## src/rtl/mult_share_arbiter_pkg.sv

```systemverilog
// Shared widths and helpers for the shared-multiplier arbiter.
// Operand/result widths match the external 11x8 signed multiplier.
package mult_pkg;

    localparam int N1_W         = 11;
    localparam int N2_W         = 8;
    localparam int RES_W        = 19;
    localparam int MULT_LAT_DEF = 8;

    // Never returns 0, so a 1-bit requester ID exists even for tiny configs.
    function automatic int clog2(input int n);
        int w;
        w = 1;
        while ((1 << w) < n) w++;
        return w;
    endfunction

endpackage

```

## src/rtl/mult_share_arbiter_if.sv

```systemverilog
// Requester-side operand and response bundle.
// master = requesters, slave = arbiter.
interface mult_share_arbiter_if
    import mult_pkg::*;
#(
    parameter int NUM_REQ = 4
);

    logic [NUM_REQ-1:0]       req_valid;
    logic [NUM_REQ-1:0]       req_ready;
    logic [NUM_REQ*N1_W-1:0]  req_n1;
    logic [NUM_REQ*N2_W-1:0]  req_n2;
    logic [NUM_REQ-1:0]       rsp_valid;
    logic [NUM_REQ-1:0]       rsp_ready;
    logic [NUM_REQ*RES_W-1:0] rsp_result;

    modport master (
        output req_valid, req_n1, req_n2, rsp_ready,
        input  req_ready, rsp_valid, rsp_result
    );

    modport slave (
        input  req_valid, req_n1, req_n2, rsp_ready,
        output req_ready, rsp_valid, rsp_result
    );

endinterface

```

## src/rtl/mult_share_arbiter_rsp_fifo.sv

```systemverilog
// First-word fall-through FIFO; o_data is the head entry.
// Storage has no reset; only pointers and count clear.
module rsp_fifo #(
    parameter int WIDTH = 19,
    parameter int DEPTH = 2,
    localparam int AW   = (DEPTH > 1) ? $clog2(DEPTH) : 1,
    localparam int CW   = $clog2(DEPTH + 1)
) (
    input  logic             clk,
    input  logic             rst_n,
    input  logic             i_push,
    input  logic [WIDTH-1:0] i_data,
    input  logic             i_pop,
    output logic [WIDTH-1:0] o_data,
    output logic             o_full,
    output logic             o_empty,
    output logic [CW-1:0]    o_count
);

    logic [WIDTH-1:0] r_mem [DEPTH];
    logic [AW-1:0]    r_wr;
    logic [AW-1:0]    r_rd;
    logic [CW-1:0]    r_cnt;
    logic             w_pop;

    function automatic logic [AW-1:0] nxt(input logic [AW-1:0] p);
        return (p == AW'(DEPTH - 1)) ? '0 : p + AW'(1);
    endfunction

    assign w_pop   = i_pop && !o_empty;
    assign o_full  = (r_cnt == CW'(DEPTH));
    assign o_empty = (r_cnt == '0);
    assign o_count = r_cnt;
    assign o_data  = r_mem[r_rd];

    always_ff @(posedge clk) begin
        if (i_push) r_mem[r_wr] <= i_data;
    end

    always_ff @(posedge clk or negedge rst_n) begin
        if (!rst_n) begin
            r_wr  <= '0;
            r_rd  <= '0;
            r_cnt <= '0;
        end else begin
            if (i_push) r_wr <= nxt(r_wr);
            if (w_pop)  r_rd <= nxt(r_rd);
            r_cnt <= r_cnt + CW'(i_push) - CW'(w_pop);
        end
    end

endmodule

```

## src/rtl/mult_share_arbiter.sv

```systemverilog
// Round-robin sharing of one fixed-latency multiplier; an ID pipe
// routes each product back, credits keep the response FIFOs from overflowing.
module mult_share_arbiter
    import mult_pkg::*;
#(
    parameter int NUM_REQ   = 4,
    parameter int MULT_LAT  = MULT_LAT_DEF,
    parameter int RSP_DEPTH = 2
) (
    input  logic                clk,
    input  logic                rst_n,
    mult_share_arbiter_if.slave bus,
    output logic [N1_W-1:0]     mult_n1,
    output logic [N2_W-1:0]     mult_n2,
    input  logic [RES_W-1:0]    mult_result,
    output logic [3:0]          inflight
);

    localparam int IW = clog2(NUM_REQ);
    localparam int PL = MULT_LAT + 1;
    localparam int CW = $clog2(RSP_DEPTH + 1);

    logic [IW-1:0]            r_ptr;
    logic [CW-1:0]            r_credit [NUM_REQ];
    logic [PL-1:0]            r_pv;
    logic [IW-1:0]            r_pid    [PL];
    logic [N1_W-1:0]          r_n1;
    logic [N2_W-1:0]          r_n2;
    logic [3:0]               r_inflight;
    logic [NUM_REQ-1:0]       w_elig;
    logic [NUM_REQ-1:0]       w_grant;
    logic [NUM_REQ-1:0]       w_push;
    logic [NUM_REQ-1:0]       w_pop;
    logic [NUM_REQ-1:0]       w_empty;
    logic [NUM_REQ-1:0]       w_full;
    logic [IW-1:0]            w_gid;
    logic [IW-1:0]            w_nptr;
    logic                     w_any;
    logic [NUM_REQ*RES_W-1:0] w_rsp;

    function automatic int rr_idx(input logic [IW-1:0] p, input int o);
        int k;
        k = int'(p) + o;
        return (k >= NUM_REQ) ? k - NUM_REQ : k;
    endfunction

    always_comb begin
        w_elig = '0;
        w_push = '0;
        w_pop  = '0;
        for (int i = 0; i < NUM_REQ; i++) begin
            w_elig[i] = bus.req_valid[i] && (r_credit[i] != '0);
            w_push[i] = r_pv[PL-1] && (r_pid[PL-1] == IW'(i));
            w_pop[i]  = !w_empty[i] && bus.rsp_ready[i];
        end
    end

    always_comb begin
        w_grant = '0;
        w_gid   = '0;
        w_any   = 1'b0;
        for (int o = 0; o < NUM_REQ; o++) begin
            if (!w_any && w_elig[rr_idx(r_ptr, o)]) begin
                w_grant[rr_idx(r_ptr, o)] = 1'b1;
                w_gid = IW'(rr_idx(r_ptr, o));
                w_any = 1'b1;
            end
        end
    end

    assign w_nptr = (w_gid == IW'(NUM_REQ - 1)) ? '0 : w_gid + IW'(1);
    assign bus.req_ready = rst_n ? w_grant : '0;

    always_ff @(posedge clk or negedge rst_n) begin
        if (!rst_n) begin
            r_ptr      <= '0;
            r_pv       <= '0;
            r_n1       <= '0;
            r_n2       <= '0;
            r_inflight <= '0;
            for (int i = 0; i < NUM_REQ; i++) r_credit[i] <= CW'(RSP_DEPTH);
            for (int j = 0; j < PL; j++) r_pid[j] <= '0;
        end else begin
            if (w_any) r_ptr <= w_nptr;
            r_pv     <= {r_pv[PL-2:0], w_any};
            r_pid[0] <= w_gid;
            for (int j = 1; j < PL; j++) r_pid[j] <= r_pid[j-1];
            r_n1 <= w_any ? bus.req_n1[w_gid*N1_W +: N1_W] : '0;
            r_n2 <= w_any ? bus.req_n2[w_gid*N2_W +: N2_W] : '0;
            r_inflight <= r_inflight + 4'(w_any) - 4'(r_pv[PL-1]);
            for (int i = 0; i < NUM_REQ; i++)
                r_credit[i] <= r_credit[i] - CW'(w_grant[i]) + CW'(w_pop[i]);
        end
    end

    assign mult_n1  = r_n1;
    assign mult_n2  = r_n2;
    assign inflight = r_inflight;

    for (genvar g = 0; g < NUM_REQ; g++) begin : g_rsp
        logic [RES_W-1:0] w_head;
        logic [CW-1:0]    w_cnt;

        rsp_fifo #(
            .WIDTH(RES_W),
            .DEPTH(RSP_DEPTH)
        ) u_fifo (
            .clk    (clk),
            .rst_n  (rst_n),
            .i_push (w_push[g]),
            .i_data (mult_result),
            .i_pop  (w_pop[g]),
            .o_data (w_head),
            .o_full (w_full[g]),
            .o_empty(w_empty[g]),
            .o_count(w_cnt)
        );

        assign w_rsp[g*RES_W +: RES_W] = w_empty[g] ? '0 : w_head;

        // Credits bound occupancy, so pushing into a full FIFO is a bug.
        a_no_ovf: assert property (@(posedge clk) disable iff (!rst_n)
            !(w_push[g] && w_full[g] && !w_pop[g]) &&
            (w_cnt <= CW'(RSP_DEPTH)));
    end

    assign bus.rsp_valid  = ~w_empty;
    assign bus.rsp_result = w_rsp;

endmodule

```

## src/flat_wrapper.sv

```systemverilog
// flat-port wrapper written by rule: the top's interface ports become plain ports
module mult_share_arbiter_flat import mult_pkg::*;
#(
    parameter int NUM_REQ   = 4,
    parameter int MULT_LAT  = MULT_LAT_DEF,
    parameter int RSP_DEPTH = 2
)
  (clk, rst_n, mult_n1, mult_n2, mult_result, inflight, bus_req_valid, bus_req_n1, bus_req_n2, bus_rsp_ready, bus_req_ready, bus_rsp_valid, bus_rsp_result);
  mult_share_arbiter_if #(.NUM_REQ(NUM_REQ)) bus_i ();
  input  logic clk;
  input  logic rst_n;
  output logic [N1_W-1:0] mult_n1;
  output logic [N2_W-1:0] mult_n2;
  input  logic [RES_W-1:0] mult_result;
  output logic [3:0] inflight;
  input wire logic [$bits(bus_i.req_valid)-1:0] bus_req_valid;
  input wire logic [$bits(bus_i.req_n1)-1:0] bus_req_n1;
  input wire logic [$bits(bus_i.req_n2)-1:0] bus_req_n2;
  input wire logic [$bits(bus_i.rsp_ready)-1:0] bus_rsp_ready;
  output wire logic [$bits(bus_i.req_ready)-1:0] bus_req_ready;
  output wire logic [$bits(bus_i.rsp_valid)-1:0] bus_rsp_valid;
  output wire logic [$bits(bus_i.rsp_result)-1:0] bus_rsp_result;
  assign bus_i.req_valid = bus_req_valid;
  assign bus_i.req_n1 = bus_req_n1;
  assign bus_i.req_n2 = bus_req_n2;
  assign bus_i.rsp_ready = bus_rsp_ready;
  assign bus_req_ready = bus_i.req_ready;
  assign bus_rsp_valid = bus_i.rsp_valid;
  assign bus_rsp_result = bus_i.rsp_result;
  mult_share_arbiter #(.NUM_REQ(NUM_REQ), .MULT_LAT(MULT_LAT), .RSP_DEPTH(RSP_DEPTH)) u_core (.clk(clk), .rst_n(rst_n), .bus(bus_i), .mult_n1(mult_n1), .mult_n2(mult_n2), .mult_result(mult_result), .inflight(inflight));
endmodule
```

## config.mk

```make
export PLATFORM = sky130hd
export DESIGN_NAME = mult_share_arbiter_flat
export DESIGN_NICKNAME = d
export VERILOG_FILES = /design/src/rtl/mult_share_arbiter_pkg.sv /design/src/rtl/mult_share_arbiter_if.sv /design/src/rtl/mult_share_arbiter_rsp_fifo.sv /design/src/rtl/mult_share_arbiter.sv /design/src/flat_wrapper.sv
export SDC_FILE = /design/constraint.sdc
export NUM_CORES = 1
export LEC_CHECK = 0
export BUFFER_PORTS_ARGS = -buffer_cell sky130_fd_sc_hd__buf_4
export CORE_UTILIZATION = 30
export CTS_BUF_LIST = sky130_fd_sc_hd__clkbuf_16
export CTS_CLUSTER_DIAMETER = 120
export DETAILED_ROUTE_END_ITERATION = 6
export PLACE_DENSITY = 0.54
export SLEW_MARGIN = 20
export SYNTH_ARGS = -nofsm -noshare
export SYNTH_HDL_FRONTEND = slang
export SYNTH_HIERARCHICAL = 1
export SYNTH_SLANG_ARGS = --single-unit
export TNS_END_PERCENT = 50
```

## constraint.sdc

```tcl
create_clock -name clk -period 3.83 [get_ports clk]
set_input_delay 0.383 -clock clk [delete_from_list [all_inputs] [get_ports clk]]
set_output_delay 0.383 -clock clk [all_outputs]
set_load 0.005 [all_outputs]
```

==> flow_summary.yaml, run 1 <==
cts:
  post_cts_buffers: 0
  clk_pin_slew_ns: 0.06
  clkSinkCount: 228
  htreeDepth: 1
  insertion_delay_ns: 0.55
  root_buffer: "clkbuf_16"
  cts_buffers: 27
  cts_tree: "built"
  clockBufferDepth: 3
pwr:
  p_leak_nw: 5.544
  finalPower_w: 0.01192
  sw_frac_of_total_pct: 35.03
  p_int_w: 0.007746
  pwr-share-comb_pct: 47.3
  pwr-share-seq_pct: 32.8
  p_switching_w: 0.004177
  ir_worst_vdd_uv: 415.4
  p_per_area_mw_per_mm2: 898.2
  p_clk_share_pct: 19.9
sta:
  report.final.slew_viol_count: 0
  period_share_pct: 88.62
  tightest_slew_ns: 1.123
  finalSetupTns_ns: 0
  fmax_mhz: 294.6
  setup_slack_ns: 0.4358
  skew_ns: 0.01779
  rsz0062_at_grt: "false"
  relSlewSlack_pct: 25.16
  period_needed_ns: 3.394
  finalSetupViolations: 0
  finalHoldViolations: 0
worst_setup_path:
  rr_endpoint: "u_core/mult_n1[3]"
  r2r_cells: 9
  reg2reg_slack_ns: 0.74
  critPathArrivalTime_ns: 3.01
  regToRegStartpoint: "u_core/r_ptr[1]"
  crit_fanout: 17
  crit_type: "flip-flop to primary output"
  cp.required_ns: 3.45
  crit_path_end_kind: "primary output"
  cp-start-kind: "flip-flop"
layout:
  stdcell_count: 1361
  area_growth_pct: 28.20
  layout.nets: 1027
  regArea_mm2: 0.006471
  multi_input_area_mm2: 0.003550
  nFillCells: 3172
  drive_above_1_share_pct: 43.26
  diodes: 0
  finish.utilization_pct: 39.29
synth:
  syn_avg_cell_area_um2: 15.62
  netlist_area_mm2: 0.01035
  synth_warnings: 6
  syn_nets: 797
  syn_inst: 663
global_route:
  grt.total_usage_pct: 13.05
  grt_first_pass_wirelength_mm: 35.80
  grt_max_degree: 46
  antenna_found_initial: 0
  grt_pass1_vias: 6215
  grt-ovfl-total: 0
floorplan:
  die_h_um: 187.8
  initial_core_util_pct: 30.65
  coreArea_mm2: 0.03378
  die_area_mm2: 0.03526
  placementRows: 67
  ios: 212
  die_x_um: 187.8
hold_path:
  holdPathEnd: "u_core/g_rsp[0].u_fifo/r_mem[1][12]"
  worstHoldStart: "mult_result[12]"
  hold_class: "input pin to flip-flop"
  min_path_cells: 1
run:
  maxCapViolCount: 0
placed_design:
  place.port_buffers: 211
  dp_slack_ns: 0.6095
  hpwl_mm: 15.56
  gp_congestion: 0.7949
  dp_cells: 1311
drt:
  dr.pass1.iters: 4
  antenna_left: 0
  drtIter0Drc: 338
  vias_per_cell: 4.463
  drc: 0
  wirelength_mm: 23.34
  avgRoutedWirePerCell_um: 17.15
  num_vias: 6074
status:
  status: "completed"
-- worst max-delay path, cell delays in order, from the launching register on --
cell,delay (ns)
dfrtp_1,0.61
inv_2,0.15
ha_2,0.57
mux2i_1,0.19
a2111oi_0,0.46
o2bb2ai_1,0.17
and2_1,0.19
buf_4,0.14
-- state kept, by name, summed over array words and instances (netlist names) --
| register | count |
|---|---|
| u_core/mult_n1 | 11 |
| u_core/g_rsp.u_fifo/r_wr | 4 |
| u_core/mult_n2 | 8 |
| u_core/r_pv | 9 |
| u_core/g_rsp.u_fifo/o_count | 8 |
| u_core/r_ptr | 2 |
| u_core/r_credit | 8 |
| u_core/g_rsp.u_fifo/r_mem | 152 |
| u_core/inflight | 4 |
| u_core/g_rsp.u_fifo/r_rd | 4 |
| u_core/r_pid | 18 |
-- through the flow --
step           hold WS (ns)  instance area [um^2]
6_report            0.06525                 13280
5_1_grt             0.05400                 13280
4_1_cts             0.04283                 13270
3_5_place_dp         0.3347                 12440
3_3_place_gp         0.3318                 12440
2_1_floorplan       0.08741                 10350
-- per-layer routing --
layer	wire (um)	up-vias	part of all wire [%]	global-route usage, %
met1	10140	2934	43	16.80
met5	0	-	0	0
met4	406	0	1.7	2.939
li1	-	2862	-	-
met3	1796	32	7.7	3.462
met2	11000	246	47	21.87
-- layout by cell type, fill, tap and decap left out, types with 12 or more instances in the layout --
| master | count |
|---|---|
| buf_4 | 230 |
| edfxtp_1 | 152 |
| nor2b_1 | 77 |
| mux2_4 | 76 |
| dfrtp_1 | 72 |
| inv_1 | 31 |
| clkbuf_16 | 27 |
| mux2i_1 | 27 |
| ha_1 | 27 |
| xnor2_1 | 19 |
| a21oi_2 | 16 |
| nand2_1 | 12 |
| nor2_1 | 12 |
-- final cells by class --
type / instances / share of cell area, %
Tap cell: 448 / 4.222
Timing Repair Buffer: 232 / 13.23
Multi-Input combinational cell: 373 / 26.74
Clock inverter: 22 / 1.093
Inverter: 31 / 0.8765
Clock buffer: 27 / 5.090
Sequential cell: 228 / 48.75
-- worst max path at each step --
stage	startpoint	end	slack (ns)	cells past startpoint
after floorplan	u_core/r_ptr[0]	u_core/r_credit[1]	0.96	13
after global placement	u_core/r_ptr[1]	u_core/mult_n1[5]	0.72	9
after detailed placement	u_core/r_ptr[1]	u_core/mult_n1[3]	0.61	9
after CTS	u_core/r_ptr[1]	bus_req_ready[3]	0.28	7
after global routing	u_core/r_ptr[1]	bus_req_ready[3]	0.16	7
final	u_core/r_ptr[1]	bus_req_ready[3]	0.44	7
-- power by group through the flow --
stage | combinational [W] | clock [W] | sequential (W)
floorplan | 0.00384 | 0 | 0.00384
global placement | 0.00570 | 0 | 0.00394
detailed placement | 0.00574 | 0 | 0.00396
CTS | 0.00575 | 0.00244 | 0.00393
global route | 0.00620 | 0.00254 | 0.00400
finish | 0.00565 | 0.00237 | 0.00391
-- repair_timing --
action | CTS | global route
hold buffers | 1 | 0
resized for setup | 0 | 1
hold endpoints to repair | 29 | 0
endpoints found under the setup margin | 0 | 2
Power figures use the tool's default switching activity.
==> run 2: changes to the inputs <==
--- a/config.mk
+++ b/config.mk
@@ -6,11 +6,14 @@
 export NUM_CORES = 1
 export LEC_CHECK = 0
 export BUFFER_PORTS_ARGS = -buffer_cell sky130_fd_sc_hd__buf_4
+export CELL_PAD_IN_SITES_DETAIL_PLACEMENT = 1
+export CELL_PAD_IN_SITES_GLOBAL_PLACEMENT = 1
 export CORE_UTILIZATION = 30
 export CTS_BUF_LIST = sky130_fd_sc_hd__clkbuf_16
 export CTS_CLUSTER_DIAMETER = 120
 export DETAILED_ROUTE_END_ITERATION = 6
-export PLACE_DENSITY = 0.54
+export GPL_TIMING_DRIVEN = 1
+export PLACE_DENSITY = 0.62
 export SLEW_MARGIN = 20
 export SYNTH_ARGS = -nofsm -noshare
 export SYNTH_HDL_FRONTEND = slang
==> run 2 against run 1 <==
Die area did not move. Register-to-register slack got worse by 0.08 ns. Wire length rose by 6.1%. Global-route usage rose by 0.96 points. Power rose by 1.7%. Sequential share of layout area fell by 0.16 points. Fmax rose by 0.29%.
==> flow_summary.yaml, run 2 (same netlist as run 1, synthesis figures left out) <==
cts:
  clkSinkCount: 228
  cts_tree: "built"
  cts_buffers: 27
  clk_pin_slew_ns: 0.06
  post_cts_buffers: 0
  clockBufferDepth: 3
  root_buffer: "clkbuf_16"
  insertion_delay_ns: 0.54
  htreeDepth: 1
sta:
  fmax_mhz: 295.5
  period_needed_ns: 3.384
  skew_ns: 0.01120
  tightest_slew_ns: 0.7575
  report.final.slew_viol_count: 0
  finalSetupTns_ns: 0
  period_share_pct: 88.36
  finalHoldViolations: 0
  finalSetupViolations: 0
  relSlewSlack_pct: 49.50
  rsz0062_at_grt: "false"
  hold_ws_ns: 0.08051
global_route:
  antenna_found_initial: 0
  grt_pass1_vias: 6523
  grt_first_pass_wirelength_mm: 38.17
  grt-ovfl-total: 0
  grt.total_usage_pct: 14.01
  grt_max_degree: 50
placed_design:
  place.port_buffers: 211
  gp_congestion: 0.7645
  dpl_cell_area_mm2: 0.01242
  hpwl_mm: 17.19
  dp_cells: 1310
layout:
  stdcell_count: 1361
  largest_register_ffs: 152
  final_area_mm2: 0.01332
  nFillCells: 3511
  area_growth_pct: 28.62
  drive_above_1_share_pct: 43.92
  final_cell_mix: "buf_4, edfxtp_1, nor2b_1"
  regArea_mm2: 0.006471
  mostFrequentLayoutCell: "buf_4"
  multi_input_area_mm2: 0.003551
  diodes: 0
  regMostFlops: "u_core/g_rsp.u_fifo/r_mem"
  layout.nets: 1026
pwr:
  ir_worst_vdd_uv: 401.3
  p_per_area_mw_per_mm2: 910.5
  p_leak_nw: 5.573
drt:
  num_vias: 6147
  drtIter0Drc: 264
  wirelength_mm: 24.77
  avgRoutedWirePerCell_um: 18.20
  dr.pass1.iters: 4
  antenna_left: 0
  vias_per_cell: 4.517
  drc: 0
worst_setup_path:
  cp.required_ns: 3.45
  crit_path_end_kind: "primary output"
  regToRegStartpoint: "u_core/r_ptr[1]"
  crit_type: "flip-flop to primary output"
  rr_endpoint: "u_core/mult_n1[4]"
  crit_fanout: 17
  r2r_cells: 9
  cp-start-kind: "flip-flop"
  critPathArrivalTime_ns: 3.00
  reg2reg_slack_ns: 0.66
floorplan:
  coreArea_mm2: 0.03378
  placementRows: 67
  ios: 212
  die_x_um: 187.8
  initial_core_util_pct: 30.65
  die_h_um: 187.8
  die_area_mm2: 0.03526
hold_path:
  hold_class: "input pin to flip-flop"
  min_path_cells: 1
  holdPathEnd: "u_core/g_rsp[0].u_fifo/r_mem[1][8]"
  worstHoldStart: "mult_result[8]"
status:
  status: "completed"
run:
  maxCapViolCount: 0
==> run 2: cell types whose count changed in the layout (fill, tap and decap cells not counted), sizes merged <==
cell	before	now
bufinv	1	3
inv	35	36
buf	231	230
clkinv	16	14
==> run 2: cell type report <==
class,count,share of cell area [%]
clock buffers,27,5.073
clock inverters,23,1.559
inverters,31,0.8737
multi-input cells,373,26.66
flip-flops and latches,228,48.59
well taps,448,4.209
repair buffers,231,13.04
==> run 2: through the flow <==
step	utilization (%)	total power (W)	setup slack (ns)
after floorplan	-	0.007685	0.9588
after CTS	39.41	0.01235	0.2768
final	39.42	0.01213	0.4457
after global placement	36.77	0.009611	0.6598
after detailed placement	36.77	0.009767	0.5472
after global routing	39.42	0.01296	0.1854
==> run 2: repair_timing <==
item / 4_1_cts / 5_1_grt
hold endpoints to repair: 26 / 0
hold buffers: 1 / 0
endpoints found under the setup margin: 0 / 1
resized for setup: 0 / 1
==> run 2: worst max-delay path, stage by stage (launching register included) <==
cell       delay (ns)
dfrtp_1          0.60
inv_2            0.16
ha_2             0.58
mux2i_1          0.20
a2111oi_0        0.41
o2bb2ai_1        0.17
and2_1           0.21
buf_4            0.14
==> run 2: how the worst max path moves through the flow <==
stage                                from                  to  slack, ns  cells past startpoint
final                     u_core/r_ptr[1]    bus_req_ready[0]       0.45                      7
after global routing      u_core/r_ptr[1]    bus_req_ready[2]       0.19                      7
after CTS                 u_core/r_ptr[1]    bus_req_ready[1]       0.28                      7
after detailed placement  u_core/r_ptr[1]   u_core/mult_n1[4]       0.55                      9
after global placement    u_core/r_ptr[1]   u_core/mult_n1[5]       0.66                      9
after floorplan           u_core/r_ptr[0]  u_core/r_credit[1]       0.96                     13
==> run 2: where the power goes <==
group          switching [W]  internal, W
Sequential          0.000396      0.00354
Clock                0.00103      0.00150
Combinational        0.00283      0.00283
==> run 2: routing by layer <==
| layer | vias up | GRT usage, % | share of wire (%) |
|---|---|---|---|
| met3 | 26 | 4.043 | 8.6 |
| met2 | 242 | 23.83 | 48 |
| li1 | 2859 | - | - |
| met1 | 3020 | 17.73 | 42 |
| met4 | 0 | 2.595 | 1.3 |
| met5 | - | 0 | 0 |
